--- config.mk ---
export PLATFORM = sky130hd
export DESIGN_NAME = sprite_animator
export DESIGN_NICKNAME = d
export VERILOG_FILES = /design/src/rtl/sprite_pkg.sv /design/src/rtl/sprite_anim_seq.sv /design/src/rtl/sprite_animator.sv
export SDC_FILE = /design/constraint.sdc
export NUM_CORES = 1
export LEC_CHECK = 0
export BUFFER_PORTS_ARGS = -buffer_cell sky130_fd_sc_hd__buf_2
export CAP_MARGIN = 25
export CORE_AREA = 4 4 105 132
export CTS_CLUSTER_SIZE = 8
export DETAILED_ROUTE_END_ITERATION = 7
export DIE_AREA = 0 0 109 136
export HOLD_SLACK_MARGIN = 0.06
export SLEW_MARGIN = 20
export SYNTH_ARGS = -nofsm -noshare
export SYNTH_HDL_FRONTEND = slang
export SYNTH_HIERARCHICAL = 1
export SYNTH_SLANG_ARGS = --single-unit
export TNS_END_PERCENT = 30
--- constraint.sdc ---
create_clock -name vga_clk -period 5.39 [get_ports vga_clk]
set_input_delay 0 -clock vga_clk [delete_from_list [all_inputs] [get_ports vga_clk]]
set_output_delay 0 -clock vga_clk [all_outputs]
set_load 0.02 [all_outputs]
--- src/rtl/sprite_pkg.sv ---
// Shared types and widths for the sprite renderer and its animation sequencer.
package sprite_pkg;

  typedef enum logic [1:0] {
    IDLE = 2'd0,
    PLAY = 2'd1,
    DONE = 2'd2
  } sprite_state_t;

  localparam int PIX_W    = 4;
  localparam int COORD_W  = 10;
  localparam int SCOORD_W = 11;

  // Counter width that stays legal (>= 1 bit) when the count is 1.
  function automatic int cnt_w(input int n);
    return (n > 1) ? $clog2(n) : 1;
  endfunction

endpackage

--- src/rtl/sprite_anim_seq.sv ---
// Animation sequencer: steps through sprite frames every ANIM_DIV video frames,
// one-shot or looping, restartable at any time by anim_start.
module sprite_anim_seq
  import sprite_pkg::*;
#(
  parameter int FRAMES   = 4,
  parameter int ANIM_DIV = 8,
  localparam int FRAME_W = cnt_w(FRAMES)
) (
  input  logic               clk,
  input  logic               rst_n,
  input  logic               frame_tick,
  input  logic               anim_start,
  input  logic               anim_loop,
  output logic [FRAME_W-1:0] cur_frame,
  output logic               anim_done
);

  localparam int DIV_W = cnt_w(ANIM_DIV);
  localparam logic [1:0] S_IDLE = IDLE;
  localparam logic [1:0] S_PLAY = PLAY;
  localparam logic [1:0] S_DONE = DONE;

  logic [1:0]       state;
  logic [DIV_W-1:0] div;

  // NOTE: state registers use non-blocking assignments so every flop samples pre-edge values.
  always_ff @(posedge clk or negedge rst_n) begin
    if (!rst_n) begin
      state     <= S_IDLE;
      div       <= '0;
      cur_frame <= '0;
    end else if (anim_start) begin
      state     <= S_PLAY;
      div       <= '0;
      cur_frame <= '0;
    end else if (state == S_PLAY && frame_tick) begin
      if (div == DIV_W'(ANIM_DIV - 1)) begin
        div <= '0;
        // anim_loop only matters at the wrap point; DONE keeps the last frame.
        if (cur_frame == FRAME_W'(FRAMES - 1)) begin
          if (anim_loop) cur_frame <= '0;
          else           state     <= S_DONE;
        end else begin
          cur_frame <= cur_frame + FRAME_W'(1);
        end
      end else begin
        div <= div + DIV_W'(1);
      end
    end
  end

  assign anim_done = (state == S_DONE);

endmodule

--- src/rtl/sprite_animator.sv ---
// Multi-frame sprite renderer: beam position -> sprite ROM address -> keyed, registered RGB.
// Optional SPRITE_VFLIP_EN adds a flip_v input for vertical mirroring.
module sprite_animator
  import sprite_pkg::*;
#(
  parameter int SPR_W      = 30,
  parameter int SPR_H      = 30,
  parameter int FRAMES     = 4,
  parameter int IDX_W      = 3,
  parameter int ANIM_DIV   = 8,
  parameter int TRANSP_IDX = 0,
  localparam int ADDR_W    = $clog2(FRAMES * SPR_W * SPR_H),
  localparam int FRAME_W   = cnt_w(FRAMES)
) (
  input  logic               vga_clk,
  input  logic               reset_n,
  input  logic [COORD_W-1:0] pos_x,
  input  logic [COORD_W-1:0] pos_y,
  input  logic [COORD_W-1:0] draw_x,
  input  logic [COORD_W-1:0] draw_y,
  input  logic               blank,
  input  logic               frame_tick,
  input  logic               flip_h,
`ifdef SPRITE_VFLIP_EN
  input  logic               flip_v,
`endif
  input  logic               anim_start,
  input  logic               anim_loop,
  output logic [ADDR_W-1:0]  rom_addr,
  input  logic [IDX_W-1:0]   rom_data,
  input  logic [PIX_W-1:0]   pal_red,
  input  logic [PIX_W-1:0]   pal_green,
  input  logic [PIX_W-1:0]   pal_blue,
  output logic [IDX_W-1:0]   pal_index,
  output logic [PIX_W-1:0]   red,
  output logic [PIX_W-1:0]   green,
  output logic [PIX_W-1:0]   blue,
  output logic               pixel_on,
  output logic               anim_done
);

  logic [COORD_W-1:0]  px, py;
  logic                fh;
  logic [FRAME_W-1:0]  cur_frame;
  logic [SCOORD_W-1:0] ox, oy, lx, ly, col, row;
  logic                in_box;
  logic [ADDR_W-1:0]   addr_next;
  logic                in_box_q1, blank_q1, in_box_q2, blank_q2;

  sprite_anim_seq #(
    .FRAMES   (FRAMES),
    .ANIM_DIV (ANIM_DIV)
  ) u_seq (
    .clk        (vga_clk),
    .rst_n      (reset_n),
    .frame_tick (frame_tick),
    .anim_start (anim_start),
    .anim_loop  (anim_loop),
    .cur_frame  (cur_frame),
    .anim_done  (anim_done)
  );

  // Shadows move only at vertical blank so a sprite never tears mid-frame.
`ifdef SPRITE_VFLIP_EN
  logic fv;
  always_ff @(posedge vga_clk or negedge reset_n) begin
    if (!reset_n)        fv <= 1'b0;
    else if (frame_tick) fv <= flip_v;
  end
`endif

  always_ff @(posedge vga_clk or negedge reset_n) begin
    if (!reset_n) begin
      px <= '0;
      py <= '0;
      fh <= 1'b0;
    end else if (frame_tick) begin
      px <= pos_x;
      py <= pos_y;
      fh <= flip_h;
    end
  end

  // Signed 11-bit box arithmetic: a negative origin clips off the left/top edge.
  assign ox = {1'b0, px} - SCOORD_W'(SPR_W / 2);
  assign oy = {1'b0, py} - SCOORD_W'(SPR_H / 2);
  assign lx = {1'b0, draw_x} - ox;
  assign ly = {1'b0, draw_y} - oy;

  assign in_box = !lx[SCOORD_W-1] && (lx < SCOORD_W'(SPR_W)) &&
                  !ly[SCOORD_W-1] && (ly < SCOORD_W'(SPR_H));

  assign col = fh ? SCOORD_W'(SPR_W - 1) - lx : lx;
`ifdef SPRITE_VFLIP_EN
  assign row = fv ? SCOORD_W'(SPR_H - 1) - ly : ly;
`else
  assign row = ly;
`endif

  assign addr_next = ADDR_W'(cur_frame) * ADDR_W'(SPR_W * SPR_H)
                   + ADDR_W'(row) * ADDR_W'(SPR_W) + ADDR_W'(col);

  // NOTE: holding rom_addr outside the box is a clock-enabled flop, not a latch;
  // a missing else is only a latch hazard in combinational logic.
  always_ff @(posedge vga_clk or negedge reset_n) begin
    if (!reset_n) begin
      rom_addr  <= '0;
      in_box_q1 <= 1'b0;
      blank_q1  <= 1'b0;
      in_box_q2 <= 1'b0;
      blank_q2  <= 1'b0;
    end else begin
      if (in_box) rom_addr <= addr_next;
      in_box_q1 <= in_box;
      blank_q1  <= blank;
      in_box_q2 <= in_box_q1;
      blank_q2  <= blank_q1;
    end
  end

  assign pal_index = rom_data;

  always_ff @(posedge vga_clk or negedge reset_n) begin
    if (!reset_n) begin
      red      <= '0;
      green    <= '0;
      blue     <= '0;
      pixel_on <= 1'b0;
    end else if (blank_q2 && in_box_q2 && rom_data != IDX_W'(TRANSP_IDX)) begin
      red      <= pal_red;
      green    <= pal_green;
      blue     <= pal_blue;
      pixel_on <= 1'b1;
    end else begin
      red      <= '0;
      green    <= '0;
      blue     <= '0;
      pixel_on <= 1'b0;
    end
  end

endmodule
==> flow_metrics.env, run 1 <==
export IMPL_status="completed"
export IMPL_initial_core_util=0.3836
export IMPL_wl_per_cell_um=13.03
export IMPL_cp_arrival_ps=5410
export IMPL_use_met1=0.1837
export IMPL_die_height_um=136
export IMPL_hold_worst_slack_ps=214.0
export IMPL_multi_input_area_um2=3184
export IMPL_synthArstFlopShare=1.000
export IMPL_hpwl_mm=8.307
export IMPL_relSlewSlack=0.4536
export IMPL_path_max_fanout=4
export IMPL_setup_viol=0
export IMPL_ys_seq_area_frac=0.2950
export IMPL_final_hold_violation_count=0
export IMPL_postLayoutCoreUtil=0.5072
export IMPL_port_buffers=90
export IMPL_yosysTopAreaCell="dfrtp_1"
export IMPL_wl_mm=10.53
export IMPL_num_io_pins=91
export IMPL_syn_num_nets=648
export IMPL_seq_area_um2=1426
export IMPL_synth_edf_count=0
export IMPL_drc=0
export IMPL_syn_inst=495
export IMPL_core_um2=12600
export IMPL_ys_types=57
export IMPL_syn2layout_area_growth_pct=32.25
export IMPL_crit_path_start_kind="flip-flop"
export IMPL_cts_reportedPaths_clkPinSlew_ps=60
export IMPL_synth_warnings=6
export IMPL_finalMaxSlewViolations=0
export IMPL_synth_flop_cell="dfrtp_1"
export IMPL_fin_worst_skew_ps=12.38
export IMPL_drt_iter0_markers=74
export IMPL_cts_root_buf="clkbuf_16"
export IMPL_grt_total_usage=0.1508
export IMPL_grt_pass1_wl_mm=17.76
export IMPL_hold_class="input pin to flip-flop"
export IMPL_placed_cells=753
export IMPL_drive_gt1_frac=0.2578
export IMPL_clock_latency_ps=330
export IMPL_yosysTopAreaCellShare=0.2950
export IMPL_antenna_found_initial=0
export IMPL_fp_row_count=46
export IMPL_critPathKind="flip-flop to flip-flop"
export IMPL_fillCellCount=1146
export IMPL_cts_sinks=57
export IMPL_timing_final_crit_share=0.9629
export IMPL_synth_area_um2=4835
export IMPL_dieArea_um2=14820
export IMPL_ant_nets=0
export IMPL_ys_ff_latch=57
export IMPL_gr_usage_met3=0.02660
export IMPL_grt_max_degree=58
export IMPL_maxCapViolCount=0
export IMPL_grt_overflow_total=0
export IMPL_vias_per_cell=4.713
export IMPL_grtUsageMet2=0.2650
export IMPL_grt_busiest_layer="met2"
export IMPL_synth_area_leaders="dfrtp_1 (30%), ha_1 (19%), fa_1 (7.5%)"
export IMPL_htree_levels=3
export IMPL_period_minus_slack_ps=5190
export IMPL_cts_buffers_inserted=9
export IMPL_gp_congestion=0.8547
export IMPL_stdcell_count=808
export IMPL_clk_path_buf_depth=2
export IMPL_nets=788
export IMPL_drt_pass1_iterations=4
export IMPL_required_ps=5610
export IMPL_via_count=3808
export IMPL_synth_avg_cell_area_um2=9.767
export IMPL_fp_dieW_um=109
export IMPL_grt_pass1_vias=3902
export IMPL_clock_fmax_ghz=0.1927
export IMPL_tritoncts="built"
export IMPL_worst_slew_pin_transition_ps=817.2
export IMPL_cp_end_kind="flip-flop"
export IMPL_insertedDiodeCount=0
-- flip-flops by register name, indices dropped and copies added (netlist names) --
name             count
green                4
blue                 4
fh                   1
u_seq/div            3
u_seq/state          2
u_seq/cur_frame      2
pixel_on             1
px                  10
in_box_q1            1
blank_q1             1
red                  4
rom_addr            12
py                  10
in_box_q2            1
blank_q2             1
-- synthesized netlist by cell type, drive strengths merged, types with 2 or more instances --
master,instances
ha,73
a31oi,3
mux2i,3
xnor2,30
buf,4
o21a,3
nand2,32
a21o,7
and2,13
a211oi,2
mux2,14
nand4b,4
nand3b,2
a21oi,16
nand4,3
nor3,2
nand2b,2
o41ai,2
nor2b,5
dfrtp,57
nor2,22
fa,18
clkbuf,8
o21ai,35
xor2,15
or3,4
o311a,2
and4bb,2
o2111ai,3
nand3,4
a21boi,2
inv,79
o21bai,7
and2b,2
-- layer usage --
metal,vias up,routed length [um]
met5,-,0
met4,0,223
met1,1781,4517
met2,75,5407
met3,14,379
li1,1938,-
-- metrics by stage --
step	worst slack (ps)	area, um2	TNS, ps
after floorplan	48.51	4842	0
after global placement	49.61	5529	0
after detailed placement	-108.6	5529	-108.6
final	199.9	6394	0
after CTS	1.945	6260	0
after global routing	-19.54	6394	-22.31
-- worst max-delay path, cell delays in order, from the launching register on --
cell and delay [ps]:
dfrtp_1 380, inv_2 80, ha_4 200, ha_4 170
fa_2 460, fa_1 540, inv_1 60, fa_1 520
inv_1 50, ha_1 260, a21o_1 170, a21oi_2 140
o21bai_1 90, a21oi_2 160, xnor2_1 150, fa_1 450
ha_1 270, o41ai_2 400, o21ai_1 150, xnor2_1 140
mux2_4 250
-- kinds of logic (layout without fill, tap and decap cells) --
kind of cell             Yosys count  after routing  synth area share
AND/OR/NAND/NOR                  101            101            0.1105
adder cells (fa/ha/maj)           92             92            0.2655
AO/OA/AOI/OAI                     91             91            0.1216
buffers and inverters             91            236           0.07453
flip-flops                        57             57            0.2950
XOR/XNOR                          46             46           0.08618
multiplexers                      17             17           0.04658
-- worst paths after layout --
kind / start / endpoint / slack (ps) / cells after the start
worst max-delay path: py[1] / rom_addr[11] / 200 / 20
worst min-delay path: frame_tick / py[8] / 210 / 3
worst max register to register: py[1] / rom_addr[11] / 200 / 20
worst min register to register: in_box_q1 / in_box_q2 / 340 / 0
max in group asynchronous: reset_n / py[2] / 4550 / 3
min in group asynchronous: reset_n / green[1] / 340 / 3
-- final cells by class --
type                       count  area share
multi-input combinational    347      0.4980
clock buffer                   9     0.03523
timing repair buffer         141      0.1448
clock inverter                 7     0.01957
inverter                      79     0.04638
sequential                    57      0.2231
tap                          168     0.03288
-- cells in the final DEF, fill, tap and decap left out, drive strengths merged, types with 2 or more instances in the layout --
| master | count |
|---|---|
| nor3 | 2 |
| mux2i | 3 |
| nand4b | 4 |
| and2 | 13 |
| xor2 | 15 |
| inv | 81 |
| nand2b | 2 |
| nand3b | 2 |
| o311a | 2 |
| nand4 | 3 |
| o21ai | 35 |
| or3 | 4 |
| o21a | 3 |
| o21bai | 7 |
| clkinv | 2 |
| and4bb | 2 |
| a21o | 7 |
| mux2 | 14 |
| a211oi | 2 |
| a21oi | 16 |
| nand3 | 4 |
| fa | 18 |
| buf | 104 |
| bufinv | 3 |
| a21boi | 2 |
| nor2b | 5 |
| o41ai | 2 |
| dfrtp | 57 |
| xnor2 | 30 |
| o2111ai | 3 |
| clkbuf | 9 |
| a31oi | 3 |
| nand2 | 32 |
| nor2 | 22 |
| dlygate4sd3 | 37 |
| ha | 73 |
| and2b | 2 |
-- timing repair --
action | in CTS | in global routing
endpoints found under the hold margin | 98 | 0
endpoints found under the setup margin | 2 | 4
hold buffers | 37 | 0
setup buffers | 0 | 2
resized for setup | 3 | 22
pin swaps | 1 | 15
Power of run 1 is left out: the tool's default activity adds up to more than one toggle a clock period on the data nets, which glitch-free logic cannot reach.
==> run 2, diff against run 1 <==
==> constraint.sdc (replaced) <==
create_clock -name vga_clk -period 5.4 [get_ports vga_clk]
set_input_delay 0 -clock vga_clk [delete_from_list [all_inputs] [get_ports vga_clk]]
set_output_delay 0 -clock vga_clk [all_outputs]
set_load 0.02 [all_outputs]
==> run 2 against run 1 <==
Compared with the run above:
- clock skew decreased by 0.90 ps
- register-to-register slack worse by 180 ps
- maximum frequency fell by 3.5%
- wire length increased by 2.0%
- flip-flop and latch count is the same
- critical path depth increased by 3
- worst hold slack got worse by 3.9 ps
- design area fell by 0.33%
- first-iteration DRC count increased by 11%
- global-route usage grew 0.17 points
- critical endpoint unchanged
- highest routed layer unchanged
==> flow_metrics.env, run 2 (synthesis results as in run 1) <==
export IMPL_path_max_fanout=3
export IMPL_layout_commonest_cell="buf_2"
export IMPL_grt_max_degree=58
export IMPL_critPathMaxStageDelay_ps=560
export IMPL_grt_total_usage=0.1525
export IMPL_worst_slew_pin_transition_ps=826.2
export IMPL_cts_root_buf="clkbuf_16"
export IMPL_clock_fmax_ghz=0.1860
export IMPL_antenna_found_initial=0
export IMPL_tritoncts="built"
export IMPL_postLayoutCoreUtil=0.5056
export IMPL_fp_dieW_um=109
export IMPL_grt_pass1_wl_mm=17.98
export IMPL_clock_latency_ps=340
export IMPL_nets=789
export IMPL_num_io_pins=91
export IMPL_wl_per_cell_um=13.28
export IMPL_fillCellCount=1140
export IMPL_die_height_um=136
export IMPL_grt_overflow_total=0
export IMPL_core_um2=12600
export IMPL_largest_register="rom_addr"
export IMPL_finalMaxSlewViolations=0
export IMPL_clk_path_buf_depth=2
export IMPL_drc=0
export IMPL_rsz0062_at_grt="yes"
export IMPL_gp_congestion=0.8465
export IMPL_setup_viol=0
export IMPL_mostFrequentLayoutCells="buf_2 (90), inv_1 (76), ha_1 (68)"
export IMPL_fp_row_count=46
export IMPL_place_ws_ps=-198.8
export IMPL_required_ps=5620
export IMPL_period_minus_slack_ps=5376
export IMPL_largest_register_ffs=12
export IMPL_path_cells="inv_2, ha_4, ha_4, fa_1, fa_1, inv_2, fa_1, inv_1, ha_1, a21o_1, a21oi_2, o21bai_1, a21oi_2, o21bai_1, a21oi_2, xor2_1, fa_1, inv_2, ha_4, a21oi_2, o21ai_1, xnor2_1, mux2_4"
export IMPL_status="completed"
export IMPL_crit_path_start_kind="flip-flop"
export IMPL_setup_ws_ps=23.95
export IMPL_drive_gt1_frac=0.2527
export IMPL_initial_core_util=0.3836
export IMPL_cts_buffers_inserted=9
export IMPL_cts_sinks=57
export IMPL_multi_input_area_um2=3153
export IMPL_top_regs="rom_addr (12), px (10), py (10)"
export IMPL_maxCapViolCount=0
export IMPL_cts_reportedPaths_clkPinSlew_ps=60
export IMPL_cp_arrival_ps=5590
export IMPL_port_buffers=90
export IMPL_seq_area_um2=1426
export IMPL_hpwl_mm=8.344
export IMPL_htree_levels=3
export IMPL_crit_slowest_cell="fa_1"
export IMPL_ant_nets=0
export IMPL_dieArea_um2=14820
export IMPL_insertedDiodeCount=0
export IMPL_via_count=3829
export IMPL_hold_class="input pin to flip-flop"
export IMPL_cp_end_kind="flip-flop"
export IMPL_wl_mm=10.74
export IMPL_grt_pass1_vias=4012
export IMPL_drt_iter0_markers=82
export IMPL_vias_per_cell=4.733
export IMPL_final_hold_violation_count=0
export IMPL_critPathKind="flip-flop to flip-flop"
export IMPL_drt_pass1_iterations=4
export IMPL_relSlewSlack=0.4475
export IMPL_syn2layout_area_growth_pct=31.81
export IMPL_timing_final_crit_share=0.9956
export IMPL_fin_worst_skew_ps=11.48
## run 2: changes by cell type in the layout (fill, tap and decap cells not counted), moves of 2 or more
cell | previous run | this run
nor2_1 | 22 | 20
ha_4 | 5 | 3
nor2_2 | 0 | 2
xnor2_1 | 28 | 30
xnor2_2 | 2 | 0
## run 2: timing repair
action,4_1_cts,5_1_grt
hold endpoints to repair,98,0
hold buffers,38,0
pin swaps,5,11
gates resized for setup,6,16
endpoints found under the setup margin,3,4
setup buffers,0,2
## run 2: layout make-up
type	count	area share
clock buffers	9	0.03534
clock inverters	7	0.01963
well taps	168	0.03299
multi-input cells	347	0.4948
flip-flops and latches	57	0.2238
inverters	79	0.04653
repair buffers	142	0.1469
## run 2: final timing paths
path	start	to	slack (ps)	cells past startpoint
worst max-delay path	py[1]	rom_addr[11]	20	23
worst min-delay path	frame_tick	py[7]	210	3
worst max register to register	py[1]	rom_addr[11]	20	23
worst min register to register	in_box_q1	in_box_q2	350	0
max in group asynchronous	reset_n	py[3]	4560	3
min in group asynchronous	reset_n	red[0]	350	3
## run 2: per-layer routing
| layer | wire (um) | share of wire | GRT usage | vias up |
|---|---|---|---|---|
| met3 | 361 | 0.034 | 0.03135 | 8 |
| li1 | - | - | - | 1945 |
| met1 | 4413 | 0.41 | 0.1764 | 1818 |
| met5 | 0 | 0 | 0 | - |
| met4 | 144 | 0.013 | 0.04632 | 0 |
| met2 | 5823 | 0.54 | 0.2787 | 58 |
## run 2: through the flow
stage	setup TNS [ps]	hold slack, ps	cell area (um2)	std cells
final	0	210.1	6372	809
after global routing	-612.9	251.8	6372	809
after CTS	0	213.0	6277	807
after detailed placement	-309.4	110.7	5529	753
after global placement	0	109.4	5529	753
after floorplan	0	-295.6	4842	495
## run 2: critical path: cells and delay by family (launching register included)
family,cells,cell delay [ps]
buffers and inverters,4,260
DFF,1,380
xor gates and xnor gates,2,350
AOI/OAI and AO/OA,8,1130
adders and majority gates,8,2890
muxes,1,250
Power of run 2 is left out for the same reason.
==> run 3, diff against run 2 <==
--- a/config.mk
+++ b/config.mk
@@ -7,11 +7,12 @@
 export LEC_CHECK = 0
 export BUFFER_PORTS_ARGS = -buffer_cell sky130_fd_sc_hd__buf_2
 export CAP_MARGIN = 25
-export CORE_AREA = 4 4 105 132
+export CORE_AREA = 4 4 88 110
 export CTS_CLUSTER_SIZE = 8
 export DETAILED_ROUTE_END_ITERATION = 7
-export DIE_AREA = 0 0 109 136
+export DIE_AREA = 0 0 92 114
 export HOLD_SLACK_MARGIN = 0.06
+export PLACE_DENSITY = 0.8
 export SLEW_MARGIN = 20
 export SYNTH_ARGS = -nofsm -noshare
 export SYNTH_HDL_FRONTEND = slang
==> run 3 against run 2 <==
Compared with the run above:
- worst setup slack improved by 64 ps
- count of clock-buffer cells in the layout rose by 2
- critical path depth grew 2
- sequential share of layout area up 0.53 points
- worst hold slack worse by 3.9 ps
- via count grew 4.8%
- design area down 2.3%
- highest routed layer unchanged
==> flow_metrics.env, run 3 (synthesis results as in run 1) <==
export IMPL_fp_row_count=38
export IMPL_hpwl_mm=8.002
export IMPL_cts_root_buf="clkbuf_8"
export IMPL_finalMaxSlewViolations=0
export IMPL_antenna_found_initial=0
export IMPL_fin_worst_skew_ps=12.72
export IMPL_dieArea_um2=10490
export IMPL_largest_register_ffs=12
export IMPL_postLayoutCoreUtil=0.7193
export IMPL_nets=788
export IMPL_relSlewSlack=0.4463
export IMPL_drt_iter0_markers=169
export IMPL_syn2layout_area_growth_pct=28.75
export IMPL_maxCapViolCount=0
export IMPL_crit_path_start_kind="flip-flop"
export IMPL_required_ps=5640
export IMPL_cp_end_kind="flip-flop"
export IMPL_grt_pass1_vias=4199
export IMPL_clock_fmax_ghz=0.1883
export IMPL_ant_nets=0
export IMPL_worst_slew_pin_transition_ps=828.1
export IMPL_period_minus_slack_ps=5312
export IMPL_path_max_fanout=4
export IMPL_tritoncts="built"
export IMPL_gp_congestion=0.8656
export IMPL_htree_levels=3
export IMPL_via_count=4014
export IMPL_cp_arrival_ps=5560
export IMPL_ff2ff_setup_slack_ps=90
export IMPL_clock_latency_ps=350
export IMPL_status="completed"
export IMPL_grt_overflow_total=0
export IMPL_critPathKind="flip-flop to flip-flop"
export IMPL_largest_register="rom_addr"
export IMPL_fp_dieW_um=92
export IMPL_drive_gt1_frac=0.2688
export IMPL_drt_pass1_iterations=5
export IMPL_cts_sinks=57
export IMPL_port_buffers=90
export IMPL_final_hold_violation_count=0
export IMPL_setup_viol=0
export IMPL_wl_mm=11.83
export IMPL_wl_per_cell_um=15.57
export IMPL_cts_reportedPaths_clkPinSlew_ps=80
export IMPL_num_io_pins=91
export IMPL_grt_total_usage=0.2254
export IMPL_clk_path_buf_depth=2
export IMPL_cts_buffers_inserted=9
export IMPL_die_height_um=114
export IMPL_timing_final_crit_share=0.9837
export IMPL_grt_pass1_wl_mm=18.64
export IMPL_placed_cells=703
export IMPL_vias_per_cell=5.282
export IMPL_stdcell_count=760
export IMPL_initial_core_util=0.5587
export IMPL_core_um2=8653
export IMPL_layout_commonest_cell="buf_2"
export IMPL_grt_max_degree=58
export IMPL_drc=0
export IMPL_mostFrequentLayoutCells="buf_2 (90), inv_1 (74), ha_1 (63)"
export IMPL_top_regs="rom_addr (12), px (10), py (10)"
export IMPL_hold_class="input pin to flip-flop"
export IMPL_insertedDiodeCount=0
-- run 3: changes by cell type in the layout (fill, tap and decap cells not counted), sizes merged --
cell,before,now
bufinv,3,0
clkbuf,9,11
clkinv,2,4
inv,81,79
buf,104,103
clkinvlp,0,1
-- run 3: area by class of cell --
| class | count | area, um2 |
|---|---|---|
| multi-input combinational | 347 | 3251 |
| fill | 618 | 2429 |
| sequential | 57 | 1426 |
| timing repair buffer | 141 | 928.4 |
| inverter | 79 | 296.5 |
| tap | 120 | 150.1 |
| clock buffer | 11 | 141.4 |
| clock inverter | 5 | 31.28 |
-- run 3: worst paths after layout --
kind	from	end	cells past startpoint
worst min register to register	in_box_q1	in_box_q2	0
min in group asynchronous	reset_n	py[0]	3
max in group asynchronous	reset_n	rom_addr[3]	3
worst max register to register	py[2]	rom_addr[11]	25
worst max-delay path	py[2]	rom_addr[11]	25
worst min-delay path	draw_y[0]	rom_addr[1]	4
-- run 3: worst max-delay path, stage by stage, from the launching register on --
cell,delay [ps]
dfrtp_1,330
inv_1,50
ha_1,340
ha_1,350
a211oi_2,300
o21ai_1,130
o21ai_2,110
nor2_1,120
inv_1,80
nand2_1,90
xor2_1,170
fa_1,500
inv_1,40
ha_2,360
inv_1,50
o21bai_1,160
a21oi_2,90
o21bai_1,180
a21oi_2,80
xor2_1,170
fa_1,400
xor2_1,260
xnor2_1,180
xnor3_1,270
xnor2_1,140
mux2_4,250
-- run 3: per-layer routing --
layer  share of wire  vias to the layer above  track usage  wire, um
li1                -                     1936            -         -
met1            0.39                     1939       0.2523      4583
met2            0.54                      101       0.4006      6389
met3           0.034                       38      0.03958       404
met4           0.038                        0       0.1308       454
met5               0                        -            0         0
-- run 3: what timing repair did --
item / in CTS / in global routing
cloned: 0 / 0
endpoints found under the setup margin: 3 / 3
gates resized for setup: 5 / 36
buffers inserted: 0 / 3
pin swaps: 5 / 18
hold buffers: 38 / 0
endpoints found under the hold margin: 98 / 0
-- run 3: through the flow --
step | area (um2) | hold WS, ps | setup TNS, ps | worst slack (ps)
after global placement | 5454 | 110.3 | 0 | 31.14
after detailed placement | 5454 | 112.9 | -189.2 | -157.0
after global routing | 6225 | 227.0 | -302.6 | -160.5
final | 6225 | 206.2 | 0 | 88.06
after CTS | 6025 | 196.1 | 0 | 0.9144
after floorplan | 4842 | -295.6 | 0 | 58.51
Power of run 3 is left out for the same reason.
